<file path="config.mk">
export PLATFORM = sky130hd
export DESIGN_NAME = lsu_mem_stage_flat
export DESIGN_NICKNAME = d
export VERILOG_FILES = /design/src/rtl/cpu_pkg.sv /design/src/rtl/lsu_mem_stage_if.sv /design/src/rtl/lsu_align.sv /design/src/rtl/lsu_mem_stage.sv /design/src/flat_wrapper.sv
export SDC_FILE = /design/constraint.sdc
export NUM_CORES = 1
export LEC_CHECK = 0
export ABC_CLOCK_PERIOD_IN_PS = 3640
export CORE_MARGIN = 1.5
export CORE_UTILIZATION = 57
export CTS_BUF_LIST = sky130_fd_sc_hd__clkbuf_8 sky130_fd_sc_hd__clkbuf_16
export CTS_CLUSTER_DIAMETER = 40
export DETAILED_ROUTE_END_ITERATION = 7
export DONT_BUFFER_PORTS = 1
export PLACE_DENSITY = 0.75
export SLEW_MARGIN = 5
export SYNTH_ARGS = -nofsm -noshare
export SYNTH_HDL_FRONTEND = slang
export SYNTH_SLANG_ARGS = --single-unit
</file>
<file path="constraint.sdc">
create_clock -name clk -period 3.64 [get_ports clk]
set_input_delay 0.364 -clock clk [delete_from_list [all_inputs] [get_ports clk]]
set_output_delay 0.364 -clock clk [all_outputs]
set_load 0.01 [all_outputs]
</file>
<file path="src/rtl/cpu_pkg.sv">
// Shared LSU types, funct3 encodings and legality helpers.
// Imported by the LSU interface, aligner and memory stage.
package cpu_pkg;

    localparam int XLEN = 32;

    typedef enum logic [1:0] {
        IDLE,
        REQ,
        WAIT,
        RESP
    } lsu_state_t;

    localparam logic [2:0] F3_B  = 3'b000;
    localparam logic [2:0] F3_H  = 3'b001;
    localparam logic [2:0] F3_W  = 3'b010;
    localparam logic [2:0] F3_BU = 3'b100;
    localparam logic [2:0] F3_HU = 3'b101;

    function automatic logic f3_legal(
        input logic       is_load,
        input logic [2:0] f3
    );
        if (is_load)
            return f3 inside {F3_B, F3_H, F3_W, F3_BU, F3_HU};
        return f3 inside {F3_B, F3_H, F3_W};
    endfunction

    // Low two funct3 bits encode access size for loads and stores.
    function automatic logic addr_aligned(
        input logic [2:0] f3,
        input logic [1:0] off
    );
        case (f3[1:0])
            2'b01:   return ~off[0];
            2'b10:   return off == 2'b00;
            default: return 1'b1;
        endcase
    endfunction

endpackage

</file>
<file path="src/rtl/lsu_mem_stage_if.sv">
// Data-memory req/gnt/rvalid bus between the LSU and memory.
// master = LSU side (drives request), slave = memory side.
interface lsu_mem_stage_if;
    import cpu_pkg::*;

    logic            mem_req;
    logic            mem_we;
    logic [XLEN-1:0] mem_addr;
    logic [XLEN-1:0] mem_wdata;
    logic [3:0]      mem_be;
    logic            mem_gnt;
    logic            mem_rvalid;
    logic [XLEN-1:0] mem_rdata;

    modport master (
        output mem_req, mem_we, mem_addr, mem_wdata, mem_be,
        input  mem_gnt, mem_rvalid, mem_rdata
    );

    modport slave (
        input  mem_req, mem_we, mem_addr, mem_wdata, mem_be,
        output mem_gnt, mem_rvalid, mem_rdata
    );

endinterface

</file>
<file path="src/rtl/lsu_align.sv">
// Byte-lane steering for stores and extract/extend for loads.
// Ports: funct3/off select size and lane; wdata/rword in; be, wdata_rep, rdata_ext out.
module lsu_align
    import cpu_pkg::*;
(
    input  logic [2:0]      funct3,
    input  logic [1:0]      off,
    input  logic [XLEN-1:0] wdata,
    input  logic [XLEN-1:0] rword,
    output logic [3:0]      be,
    output logic [XLEN-1:0] wdata_rep,
    output logic [XLEN-1:0] rdata_ext
);

    logic [XLEN-1:0] shifted;
    logic [7:0]      byte_sel;
    logic [15:0]     half_sel;

    assign shifted  = rword >> {off, 3'b000};
    assign byte_sel = shifted[7:0];
    assign half_sel = off[1] ? rword[31:16] : rword[15:0];

    always_comb begin
        be        = 4'b1111;
        wdata_rep = wdata;
        case (funct3[1:0])
            2'b00: begin
                be        = 4'b0001 << off;
                wdata_rep = {4{wdata[7:0]}};
            end
            2'b01: begin
                be        = off[1] ? 4'b1100 : 4'b0011;
                wdata_rep = {2{wdata[15:0]}};
            end
            default: begin
                be        = 4'b1111;
                wdata_rep = wdata;
            end
        endcase
    end

    always_comb begin
        rdata_ext = rword;
        case (funct3)
            F3_B:    rdata_ext = {{24{byte_sel[7]}}, byte_sel};
            F3_BU:   rdata_ext = {24'b0, byte_sel};
            F3_H:    rdata_ext = {{16{half_sel[15]}}, half_sel};
            F3_HU:   rdata_ext = {16'b0, half_sel};
            default: rdata_ext = rword;
        endcase
    end

endmodule

</file>
<file path="src/rtl/lsu_mem_stage.sv">
// Load/store stage: FSM, capture registers and timeout for the dmem bus.
// Ports: clk/rst, core op inputs, stall/writeback/status outputs, dmem master bus.
module lsu_mem_stage
    import cpu_pkg::*;
#(
    parameter int DATA_WIDTH     = 32,
    parameter int ADDRESS_WIDTH  = 5,
    parameter int TIMEOUT_CYCLES = 255
) (
    input  logic                     clk,
    input  logic                     rst,
    input  logic                     mem_read,
    input  logic                     mem_write,
    input  logic [2:0]               funct3,
    input  logic [DATA_WIDTH-1:0]    ALUout,
    input  logic [DATA_WIDTH-1:0]    wdata,
    input  logic [ADDRESS_WIDTH-1:0] rd,
    output logic                     stall,
    output logic                     wb_valid,
    output logic [ADDRESS_WIDTH-1:0] wb_rd,
    output logic [DATA_WIDTH-1:0]    rdata,
    output logic                     st_done,
    output logic                     mem_err,
    lsu_mem_stage_if.master          dmem
);

    localparam int CW = $clog2(TIMEOUT_CYCLES + 1);

    lsu_state_t state_q, state_d;

    logic [CW-1:0]            cnt_q, cnt_d;
    logic [DATA_WIDTH-1:0]    addr_q, addr_d;
    logic [DATA_WIDTH-1:0]    wdat_q, wdat_d;
    logic [3:0]               be_q, be_d;
    logic                     we_q, we_d;
    logic [2:0]               f3_q, f3_d;
    logic [1:0]               off_q, off_d;
    logic [ADDRESS_WIDTH-1:0] rd_q, rd_d;
    logic [ADDRESS_WIDTH-1:0] wb_rd_q, wb_rd_d;
    logic [DATA_WIDTH-1:0]    rdata_q, rdata_d;
    logic                     req_q, req_d;
    logic                     wbv_q, wbv_d;
    logic                     std_q, std_d;
    logic                     err_q, err_d;

    logic                  op;
    logic                  legal;
    logic                  abort;
    logic                  timeout_hit;
    logic [2:0]            al_f3;
    logic [1:0]            al_off;
    logic [3:0]            al_be;
    logic [DATA_WIDTH-1:0] al_wdata;
    logic [DATA_WIDTH-1:0] al_rdata;

    assign op    = mem_read | mem_write;
    // mem_read wins when both are set, so legality follows the load table.
    assign legal = op
                 & f3_legal(mem_read, funct3)
                 & addr_aligned(funct3, ALUout[1:0]);

    assign timeout_hit = (cnt_q == CW'(TIMEOUT_CYCLES - 1));

    // Steer live inputs while capturing, captured fields while loading.
    assign al_f3  = (state_q == IDLE) ? funct3 : f3_q;
    assign al_off = (state_q == IDLE) ? ALUout[1:0] : off_q;

    lsu_align u_align (
        .funct3    (al_f3),
        .off       (al_off),
        .wdata     (wdata),
        .rword     (dmem.mem_rdata),
        .be        (al_be),
        .wdata_rep (al_wdata),
        .rdata_ext (al_rdata)
    );

    always_comb begin
        state_d = state_q;
        cnt_d   = cnt_q;
        addr_d  = addr_q;
        wdat_d  = wdat_q;
        be_d    = be_q;
        we_d    = we_q;
        f3_d    = f3_q;
        off_d   = off_q;
        rd_d    = rd_q;
        wb_rd_d = wb_rd_q;
        rdata_d = rdata_q;
        err_d   = 1'b0;
        abort   = 1'b0;

        unique case (state_q)
            IDLE: begin
                if (legal) begin
                    state_d = REQ;
                    cnt_d   = '0;
                    addr_d  = {ALUout[DATA_WIDTH-1:2], 2'b00};
                    wdat_d  = al_wdata;
                    be_d    = al_be;
                    we_d    = ~mem_read;
                    f3_d    = funct3;
                    off_d   = ALUout[1:0];
                    rd_d    = rd;
                end else if (op) begin
                    err_d = 1'b1;
                end
            end
            REQ: begin
                if (dmem.mem_gnt) begin
                    cnt_d   = '0;
                    state_d = we_q ? RESP : WAIT;
                end else if (timeout_hit) begin
                    abort   = 1'b1;
                    err_d   = 1'b1;
                    cnt_d   = '0;
                    state_d = IDLE;
                end else begin
                    cnt_d = cnt_q + 1'b1;
                end
            end
            WAIT: begin
                if (dmem.mem_rvalid) begin
                    rdata_d = al_rdata;
                    wb_rd_d = rd_q;
                    state_d = RESP;
                end else if (timeout_hit) begin
                    abort   = 1'b1;
                    err_d   = 1'b1;
                    cnt_d   = '0;
                    state_d = IDLE;
                end else begin
                    cnt_d = cnt_q + 1'b1;
                end
            end
            RESP: begin
                state_d = IDLE;
            end
        endcase

        req_d = (state_d == REQ);
        wbv_d = (state_d == RESP) & ~we_q;
        std_d = (state_d == RESP) & we_q;
        // Release the core in RESP and in the abort cycle.
        stall = legal & (state_q != RESP) & ~abort;
    end

    always_ff @(posedge clk or posedge rst) begin
        if (rst) begin
            state_q <= IDLE;
            cnt_q   <= '0;
            addr_q  <= '0;
            wdat_q  <= '0;
            be_q    <= '0;
            we_q    <= 1'b0;
            f3_q    <= '0;
            off_q   <= '0;
            rd_q    <= '0;
            wb_rd_q <= '0;
            rdata_q <= '0;
            req_q   <= 1'b0;
            wbv_q   <= 1'b0;
            std_q   <= 1'b0;
            err_q   <= 1'b0;
        end else begin
            state_q <= state_d;
            cnt_q   <= cnt_d;
            addr_q  <= addr_d;
            wdat_q  <= wdat_d;
            be_q    <= be_d;
            we_q    <= we_d;
            f3_q    <= f3_d;
            off_q   <= off_d;
            rd_q    <= rd_d;
            wb_rd_q <= wb_rd_d;
            rdata_q <= rdata_d;
            req_q   <= req_d;
            wbv_q   <= wbv_d;
            std_q   <= std_d;
            err_q   <= err_d;
        end
    end

    assign dmem.mem_req   = req_q;
    assign dmem.mem_we    = we_q;
    assign dmem.mem_addr  = addr_q;
    assign dmem.mem_wdata = wdat_q;
    assign dmem.mem_be    = be_q;

    assign wb_valid = wbv_q;
    assign st_done  = std_q;
    assign mem_err  = err_q;
    assign wb_rd    = wb_rd_q;
    assign rdata    = rdata_q;

endmodule

</file>
<file path="src/flat_wrapper.sv">
// flat-port wrapper written by rule: the top's interface ports become plain ports
module lsu_mem_stage_flat import cpu_pkg::*;
#(
    parameter int DATA_WIDTH     = 32,
    parameter int ADDRESS_WIDTH  = 5,
    parameter int TIMEOUT_CYCLES = 255
)
  (clk, rst, mem_read, mem_write, funct3, ALUout, wdata, rd, stall, wb_valid, wb_rd, rdata, st_done, mem_err, dmem_mem_req, dmem_mem_we, dmem_mem_addr, dmem_mem_wdata, dmem_mem_be, dmem_mem_gnt, dmem_mem_rvalid, dmem_mem_rdata);
  lsu_mem_stage_if dmem_i ();
  input  logic clk;
  input  logic rst;
  input  logic mem_read;
  input  logic mem_write;
  input  logic [2:0] funct3;
  input  logic [DATA_WIDTH-1:0] ALUout;
  input  logic [DATA_WIDTH-1:0] wdata;
  input  logic [ADDRESS_WIDTH-1:0] rd;
  output logic stall;
  output logic wb_valid;
  output logic [ADDRESS_WIDTH-1:0] wb_rd;
  output logic [DATA_WIDTH-1:0] rdata;
  output logic st_done;
  output logic mem_err;
  output wire logic [$bits(dmem_i.mem_req)-1:0] dmem_mem_req;
  output wire logic [$bits(dmem_i.mem_we)-1:0] dmem_mem_we;
  output wire logic [$bits(dmem_i.mem_addr)-1:0] dmem_mem_addr;
  output wire logic [$bits(dmem_i.mem_wdata)-1:0] dmem_mem_wdata;
  output wire logic [$bits(dmem_i.mem_be)-1:0] dmem_mem_be;
  input wire logic [$bits(dmem_i.mem_gnt)-1:0] dmem_mem_gnt;
  input wire logic [$bits(dmem_i.mem_rvalid)-1:0] dmem_mem_rvalid;
  input wire logic [$bits(dmem_i.mem_rdata)-1:0] dmem_mem_rdata;
  assign dmem_mem_req = dmem_i.mem_req;
  assign dmem_mem_we = dmem_i.mem_we;
  assign dmem_mem_addr = dmem_i.mem_addr;
  assign dmem_mem_wdata = dmem_i.mem_wdata;
  assign dmem_mem_be = dmem_i.mem_be;
  assign dmem_i.mem_gnt = dmem_mem_gnt;
  assign dmem_i.mem_rvalid = dmem_mem_rvalid;
  assign dmem_i.mem_rdata = dmem_mem_rdata;
  lsu_mem_stage #(.DATA_WIDTH(DATA_WIDTH), .ADDRESS_WIDTH(ADDRESS_WIDTH), .TIMEOUT_CYCLES(TIMEOUT_CYCLES)) u_core (.clk(clk), .rst(rst), .mem_read(mem_read), .mem_write(mem_write), .funct3(funct3), .ALUout(ALUout), .wdata(wdata), .rd(rd), .stall(stall), .wb_valid(wb_valid), .wb_rd(wb_rd), .rdata(rdata), .st_done(st_done), .mem_err(mem_err), .dmem(dmem_i));
endmodule
</file>
==> out/qor.csv, run 1 <==
stage;metric;value;unit
run_status;status;finished clean;
synthesis;cell area after technology mapping;6170;um^2
final_layout;non-filler cells, final;895;
grt;largest net degree at the start of global routing;92;
sta;Worst Max-Slew Pin Slew;1100;ps
sta;Setup Viol. Count Final;0;
routing;via density per instance;5.98;
worst_setup_path;sort of element at the start of the critical path;register;
clock_tree;deepest clock path buffer count;2;
clock_tree;count of hold-fix buffers inserted at cts;72;
grt;met3 usage in global routing;0.107;
sta;Slew headroom;0.267;
hold_path;WHS Path Cells;2;
floorplanning;Die Footprint;11500;um^2
worst_setup_path;Crit Path Class;register to register;
placement;post-placement cell count;791;
worst_setup_path;R2R depth;7;
pwr;clock network fraction of design power;0.261;
clock_tree;number of cells upsized or downsized after cts;0;
clock_tree;clock tree sinks;128;
sta;final worst clock skew;9.54;ps
routing;first drt pass iteration count;5;
placement;weighted congestion at the end of routability-driven global placement;0.890;
synthesis;per-instance average area after synthesis;8.98;um^2
grt;busiest layer in global routing;met2;
pwr;maximum VDD drop;0.464;mV
sta;Final Hold Violating Endpoints;0;
clock_tree;buffer type at the clock tree root;sky130_fd_sc_hd__clkbuf_8;
grt;antenna violations before repair;0;
final_layout;Area growth syn-to-layout;22.8;%
grt;met2 global-route usage;0.490;
routing;total via count after detailed routing;5352;
floorplanning;Std-Cell Core Area;10400;um^2
worst_setup_path;CP required;4000;ps
sta;fmax;346;MHz
final_layout;antenna cell count;0;
run;max-capacitance violation count;0;
synthesis;fraction of registers with async set or reset after synthesis;1.00;
clock_tree;Clock transition at path regs;60;ps
final_layout;net total in the final layout;865;
routing;DRC marker count from the first detailed-route iteration;441;
pwr;Switching Share;0.413;
hold_path;critical hold path startpoint;wdata[25];
final_layout;Layout fillers;757;
grt;number of global-route vias before repair;5460;
placement;Port Buffers;0;
synthesis;most used flip-flop cell after synthesis;sky130_fd_sc_hd__dfrtp_1;
pwr;cell internal pwr;4.04;mW
pwr;Combinational Power Share;0.311;
clock_tree;number of buffers inserted by post-CTS setup repair;0;
pwr;power dissipated by switching net loads;2.84;mW
synthesis;count of yosys warnings during synthesis;0;
sta;max-slew violation count;0;
final_layout;fraction of layout instances using a drive strength above 1;0.0975;
worst_setup_path;Reg2Reg Launch Point;u_core.state_q[1]$_DFF_PP0_;
routing;DRT Wirelength;17.5;mm
synthesis;number of instances in the synthesized netlist;687;
floorplanning;I/O pin cnt;221;
clock_tree;Worst-Skew Late Latency;520;ps
worst_setup_path;reg2reg end;u_core.rdata[28]$_DFFE_PP0P_;
hold_path;path type of the worst min-delay path;primary input to register;
sta;Fin Setup TNS;0;ps
pwr;Pleak;3.57;nW
sta;setup repair after global routing missed its margin;false;
hold_path;Hold EP;u_core.dmem.mem_wdata[25]$_DFFE_PP0P_;
synthesis;Post-synth EDFFs;0;
grt;GR Overflow Total;0;
synthesis;proportion of synthesized chip area in sequential cells;0.519;
synthesis;count of distinct cell types in the synthesized netlist;58;
floorplanning;Initial Util;0.592;
worst_setup_path;register-to-register setup slack;750;ps
floorplanning;Site Rows;37;
grt;global-route usage over all layers;0.310;
pwr;part of the total power dissipated in sequential elements;0.428;
pwr;power consumption;6.87;mW
final_layout;commonest non-fill, non-tap cells in the layout;sky130_fd_sc_hd__nand2_1, sky130_fd_sc_hd__dfrtp_1, sky130_fd_sc_hd__dlygate4sd3_1, sky130_fd_sc_hd__nor2_1, sky130_fd_sc_hd__o21ai_0;
synthesis;count of state elements after synthesis;128;
placement;estimated wirelength of the detail-placed design;11.2;mm
grt;met1 Resource Use GR;0.380;
worst_setup_path;highest fanout seen on the critical path;20;
worst_setup_path;sort of element at the end of the critical path;register;
grt;global-route wire length before repair;27.5;mm
clock_tree;Num CTS Buffers;17;
final_layout;most frequent standard cell in the layout excluding fill and tap cells;sky130_fd_sc_hd__nand2_1;
clock_tree;TritonCTS clock tree;done;
clock_tree;number of H-tree levels;4;
floorplanning;Die Ht;107;um
sta;final worst-path cycle share;0.793;
worst_setup_path;Crit path arrival time;3250;ps
pwr;power density normalized to cell area;907;nW/um^2
floorplanning;floorplan die width;107;um
routing;remaining antenna violation count;0;
routing;routed length per placed instance;19.6;um
routing;# DRC;0;
sta;post-layout minimum cycle time;2890;ps
## kinds of logic after synthesis
| group | after synthesis | synth area share |
|---|---|---|
| buf+inv | 54 | 0.0395 |
| other cells | 1 | 0.000608 |
| simple gates | 330 | 0.223 |
| mux | 26 | 0.0454 |
| compound gates | 139 | 0.154 |
| fa+ha+maj | 9 | 0.0182 |
| flops | 128 | 0.519 |
## worst max path at each step
stage	start	endpoint	slack (ps)
6_report	u_core.state_q[1]$_DFF_PP0_	u_core.rdata[28]$_DFFE_PP0P_	750
5_1_grt	u_core.state_q[1]$_DFF_PP0_	u_core.rdata[28]$_DFFE_PP0P_	590
4_1_cts	u_core.state_q[1]$_DFF_PP0_	u_core.rdata[28]$_DFFE_PP0P_	820
3_5_place_dp	u_core.state_q[1]$_DFF_PP0_	u_core.rdata[28]$_DFFE_PP0P_	830
3_3_place_gp	u_core.state_q[1]$_DFF_PP0_	u_core.rdata[16]$_DFFE_PP0P_	980
2_1_floorplan	u_core.state_q[0]$_DFF_PP0_	u_core.rdata[17]$_DFFE_PP0P_	1580
## synth_stat cells, types with 2 or more instances
| cell type | number | area (um^2) |
|---|---|---|
| sky130_fd_sc_hd__nand2_1 | 240 | 901 |
| sky130_fd_sc_hd__dfrtp_1 | 128 | 3200 |
| sky130_fd_sc_hd__nor2_1 | 46 | 173 |
| sky130_fd_sc_hd__o21ai_0 | 45 | 225 |
| sky130_fd_sc_hd__a21oi_1 | 27 | 135 |
| sky130_fd_sc_hd__clkbuf_1 | 25 | 93.8 |
| sky130_fd_sc_hd__mux2i_1 | 21 | 210 |
| sky130_fd_sc_hd__inv_1 | 12 | 45.0 |
| sky130_fd_sc_hd__o31ai_1 | 11 | 82.6 |
| sky130_fd_sc_hd__a21oi_2 | 10 | 87.6 |
| sky130_fd_sc_hd__nand3_1 | 10 | 50.1 |
| sky130_fd_sc_hd__buf_2 | 9 | 45.0 |
| sky130_fd_sc_hd__ha_1 | 9 | 113 |
| sky130_fd_sc_hd__a31oi_1 | 8 | 50.1 |
| sky130_fd_sc_hd__nand2b_1 | 7 | 43.8 |
| sky130_fd_sc_hd__o221ai_1 | 7 | 61.3 |
| sky130_fd_sc_hd__a221oi_1 | 6 | 52.6 |
| sky130_fd_sc_hd__nor2b_1 | 6 | 37.5 |
| sky130_fd_sc_hd__buf_4 | 4 | 30.0 |
| sky130_fd_sc_hd__o32ai_1 | 4 | 35.0 |
| sky130_fd_sc_hd__mux2_2 | 3 | 33.8 |
| sky130_fd_sc_hd__a222oi_1 | 2 | 20.0 |
| sky130_fd_sc_hd__and3_1 | 2 | 12.5 |
| sky130_fd_sc_hd__buf_1 | 2 | 7.51 |
| sky130_fd_sc_hd__buf_6 | 2 | 22.5 |
| sky130_fd_sc_hd__nand4_1 | 2 | 12.5 |
| sky130_fd_sc_hd__nor3_1 | 2 | 10.0 |
| sky130_fd_sc_hd__nor3_2 | 2 | 20.0 |
| sky130_fd_sc_hd__o21a_1 | 2 | 15.0 |
| sky130_fd_sc_hd__o21ai_1 | 2 | 10.0 |
| sky130_fd_sc_hd__o41ai_2 | 2 | 32.5 |
| sky130_fd_sc_hd__or2_2 | 2 | 12.5 |
| sky130_fd_sc_hd__or3_1 | 2 | 12.5 |
## registers in the layout (all words and copies together), names as in the netlist
name / cells
u_core.rdata: 32
u_core.wb_valid: 1
u_core.f3_q: 3
u_core.wb_rd: 5
u_core.rd_q: 5
u_core.dmem.mem_we: 1
u_core.dmem.mem_addr: 30
u_core.st_done: 1
u_core.state_q: 2
u_core.mem_err: 1
u_core.cnt_q: 8
u_core.dmem.mem_req: 1
u_core.off_q: 2
u_core.dmem.mem_be: 4
u_core.dmem.mem_wdata: 32
## stage by stage
stage,setup WS (ps),hold WS [ps],util,instance area (um^2)
floorplan,1580,439,-,6180
global placement,981,433,0.599,6240
detailed placement,831,449,0.599,6240
CTS,819,26.2,0.727,7580
global route,589,42.4,0.727,7580
finish,754,38.8,0.727,7580
## critical path, stage by stage, from the launching register on
cell and delay [ps]:
sky130_fd_sc_hd__dfrtp_1 430, sky130_fd_sc_hd__inv_1 130, sky130_fd_sc_hd__ha_1 650, sky130_fd_sc_hd__mux2_2 520, sky130_fd_sc_hd__mux2i_1 180, sky130_fd_sc_hd__o21ai_1 120
sky130_fd_sc_hd__o22ai_4 510, sky130_fd_sc_hd__a21oi_1 170
## layer usage
metal | share of wire | up-vias | routed length [um]
li1 | - | 2430 | -
met1 | 0.39 | 2582 | 6800
met2 | 0.48 | 291 | 8350
met3 | 0.10 | 49 | 1770
met4 | 0.034 | 0 | 603
met5 | 0 | - | 0
## cell type report
type / count / area [um^2] / share of cell area
clock inverter: 15 / 206 / 0.0272
clock buffer: 17 / 414 / 0.0547
tap: 136 / 170 / 0.0225
multi-input combinational: 506 / 2730 / 0.361
inverter: 12 / 48.8 / 0.00644
sequential: 128 / 3200 / 0.423
timing repair buffer: 81 / 801 / 0.106
## power by group through the flow
stage / registers (mW) / logic (mW) / clock network (mW)
floorplan: 2.74 / 1.70 / 0
global placement: 2.92 / 1.93 / 0
detailed placement: 2.93 / 2.03 / 0
CTS: 2.92 / 2.10 / 1.81
global route: 3.00 / 2.40 / 1.87
finish: 2.94 / 2.14 / 1.79
Note: power is estimated with default switching activity, not from simulation.
==> inputs of run 2 (changes only) <==
- ABC_CLOCK_PERIOD_IN_PS: 3640 -> 3000
- CORE_UTILIZATION: 57 -> 63
- PLACE_DENSITY: 0.75 -> 0.79
- clock period: 3.64 -> 3 ns (I/O delays scaled with it)
==> run 2 against run 1 <==
Against the previous run:
- wire length rose by 7.9%
- power increased by 24%
- sequential power is 22% higher
- cell area grew 2.6%
- register-to-register slack worse by 550 ps
==> out/qor.csv, run 2 (synthesis gave the netlist of run 1 again) <==
stage;metric;value;unit
run_status;status;finished clean;
run;max-capacitance violation count;0;
final_layout;share of the core filled with cells;0.829;
floorplanning;I/O pin cnt;221;
sta;max-slew violation count;0;
hold_path;path type of the worst min-delay path;primary input to register;
final_layout;commonest non-fill, non-tap cells in the layout;sky130_fd_sc_hd__nand2_1, sky130_fd_sc_hd__dfrtp_1, sky130_fd_sc_hd__dlygate4sd3_1, sky130_fd_sc_hd__nor2_1, sky130_fd_sc_hd__o21ai_0;
floorplanning;Std-Cell Core Area;9370;um^2
floorplanning;floorplan die width;102;um
final_layout;most frequent standard cell in the layout excluding fill and tap cells;sky130_fd_sc_hd__nand2_1;
sta;Fin Setup TNS;0;ps
pwr;power density normalized to cell area;1100;nW/um^2
routing;# DRC;0;
routing;met3 layer wire length in the routed design;2.08;mm
placement;estimated wirelength of the detail-placed design;11.4;mm
final_layout;net total in the final layout;884;
grt;global-route usage over all layers;0.373;
pwr;Pleak;3.66;nW
floorplanning;Initial Util;0.658;
final_layout;fraction of layout instances using a drive strength above 1;0.102;
floorplanning;Die Footprint;10400;um^2
floorplanning;Die Ht;102;um
worst_setup_path;register-to-register setup slack;200;ps
routing;met1 wire length;6.86;mm
clock_tree;TritonCTS clock tree;done;
worst_setup_path;reg2reg end;u_core.rdata[0]$_DFFE_PP0P_;
sta;Worst Max-Slew Pin Slew;688;ps
hold_path;Hold EP;u_core.f3_q[1]$_DFFE_PP0P_;
hold_path;WHS Path Cells;2;
routing;remaining antenna violation count;0;
sta;fmax;358;MHz
hold_path;critical hold path startpoint;funct3[1];
sta;post-layout minimum cycle time;2800;ps
worst_setup_path;highest fanout seen on the critical path;14;
worst_setup_path;Reg2Reg Launch Point;u_core.state_q[0]$_DFF_PP0_;
clock_tree;clock tree sinks;128;
grt;antenna violations before repair;0;
worst_setup_path;sort of element at the end of the critical path;register;
routing;DRC marker count from the first detailed-route iteration;331;
sta;setup repair after global routing missed its margin;false;
sta;Slew headroom;0.541;
placement;Port Buffers;0;
final_layout;Layout fillers;528;
routing;routed length per placed instance;20.8;um
routing;total via count after detailed routing;5573;
worst_setup_path;sort of element at the start of the critical path;register;
clock_tree;deepest clock path buffer count;2;
placement;weighted congestion at the end of routability-driven global placement;0.908;
pwr;maximum VDD drop;0.546;mV
worst_setup_path;R2R depth;8;
worst_setup_path;CP required;3350;ps
clock_tree;Num CTS Buffers;17;
grt;number of global-route vias before repair;5672;
sta;Final Hold Violating Endpoints;0;
sta;Setup Viol. Count Final;0;
clock_tree;Clock transition at path regs;70;ps
clock_tree;Worst-Skew Late Latency;510;ps
worst_setup_path;Crit Path Class;register to register;
pwr;power consumption;8.54;mW
routing;first drt pass iteration count;5;
final_layout;Area growth syn-to-layout;25.9;%
sta;Worst Hold Slack;25.7;ps
routing;via density per instance;6.14;
grt;global-route wire length before repair;29.5;mm
clock_tree;buffer type at the clock tree root;sky130_fd_sc_hd__clkbuf_8;
grt;largest net degree at the start of global routing;51;
grt;GR Overflow Total;0;
sta;final worst-path cycle share;0.932;
routing;routed wire length on met2;9.39;mm
sta;final worst clock skew;11.9;ps
worst_setup_path;Crit path arrival time;3150;ps
floorplanning;Site Rows;35;
routing;DRT Wirelength;18.9;mm
clock_tree;number of H-tree levels;4;
routing;top metal layer carrying routed signals;met4;
-- run 2: cell count changes in the layout (fill, tap and decap cells not counted), sizes merged --
cell	delta
buf	+5
bufinv	-1
clkinv	-3
clkinvlp	-1
diode	+1
dlygate4sd3	+14
inv	+5
-- run 2: report_power, final --
part	leakage, nW	internal (mW)	total, mW	switching [mW]
Sequential	1.58	2.54	3.59	1.05
Clock	0.306	1.31	2.19	0.876
Combinational	1.77	1.03	2.76	1.73
-- run 2: per-layer routing --
metal  vias to the layer above  GRT usage
li1                       2481          -
met1                      2669      0.439
met2                       360      0.617
met3                        63      0.129
met4                         0      0.173
met5                         -          0
-- run 2: repair_timing --
item / in CTS / in global routing
gates resized for setup: 0 / 0
setup endpoints to repair: 0 / 0
setup buffers: 0 / 0
hold buffers: 86 / 0
hold endpoints to repair: 148 / 0
-- run 2: layout make-up --
class                           count  area [um^2]  area share
Multi-Input combinational cell    506         2730       0.352
Clock buffer                       17          414      0.0533
Timing Repair Buffer              100          991       0.128
Antenna cell                        1         2.50    0.000322
Inverter                           12         48.8     0.00628
Tap cell                          129          161      0.0208
Clock inverter                     15          216      0.0279
Sequential cell                   128         3200       0.412
-- run 2: through the flow --
stage	setup slack, ps	std cells	area, um^2
6_report	203	908	7770
3_5_place_dp	321	789	6280
4_1_cts	290	907	7770
2_1_floorplan	940	688	6180
5_1_grt	7.22	907	7770
3_3_place_gp	492	789	6280
-- run 2: worst max-delay path, cell delays in order (launching register included) --
cell	delay, ps
sky130_fd_sc_hd__dfrtp_1	430
sky130_fd_sc_hd__inv_1	110
sky130_fd_sc_hd__ha_1	510
sky130_fd_sc_hd__buf_4	290
sky130_fd_sc_hd__nand2b_1	130
sky130_fd_sc_hd__o32ai_1	300
sky130_fd_sc_hd__o211ai_1	390
sky130_fd_sc_hd__o221ai_1	320
sky130_fd_sc_hd__o21ai_0	160
-- run 2: worst max-delay path by stage --
stage | end | start | slack [ps] | cells past startpoint
global route | u_core.rdata[0]$_DFFE_PP0P_ | u_core.state_q[0]$_DFF_PP0_ | 7 | 8
detailed placement | u_core.rdata[9]$_DFFE_PP0P_ | u_core.state_q[1]$_DFF_PP0_ | 320 | 7
CTS | u_core.rdata[5]$_DFFE_PP0P_ | u_core.state_q[1]$_DFF_PP0_ | 290 | 8
finish | u_core.rdata[0]$_DFFE_PP0P_ | u_core.state_q[0]$_DFF_PP0_ | 200 | 8
floorplan | u_core.rdata[17]$_DFFE_PP0P_ | u_core.state_q[0]$_DFF_PP0_ | 940 | 9
global placement | u_core.rdata[9]$_DFFE_PP0P_ | u_core.state_q[0]$_DFF_PP0_ | 490 | 7
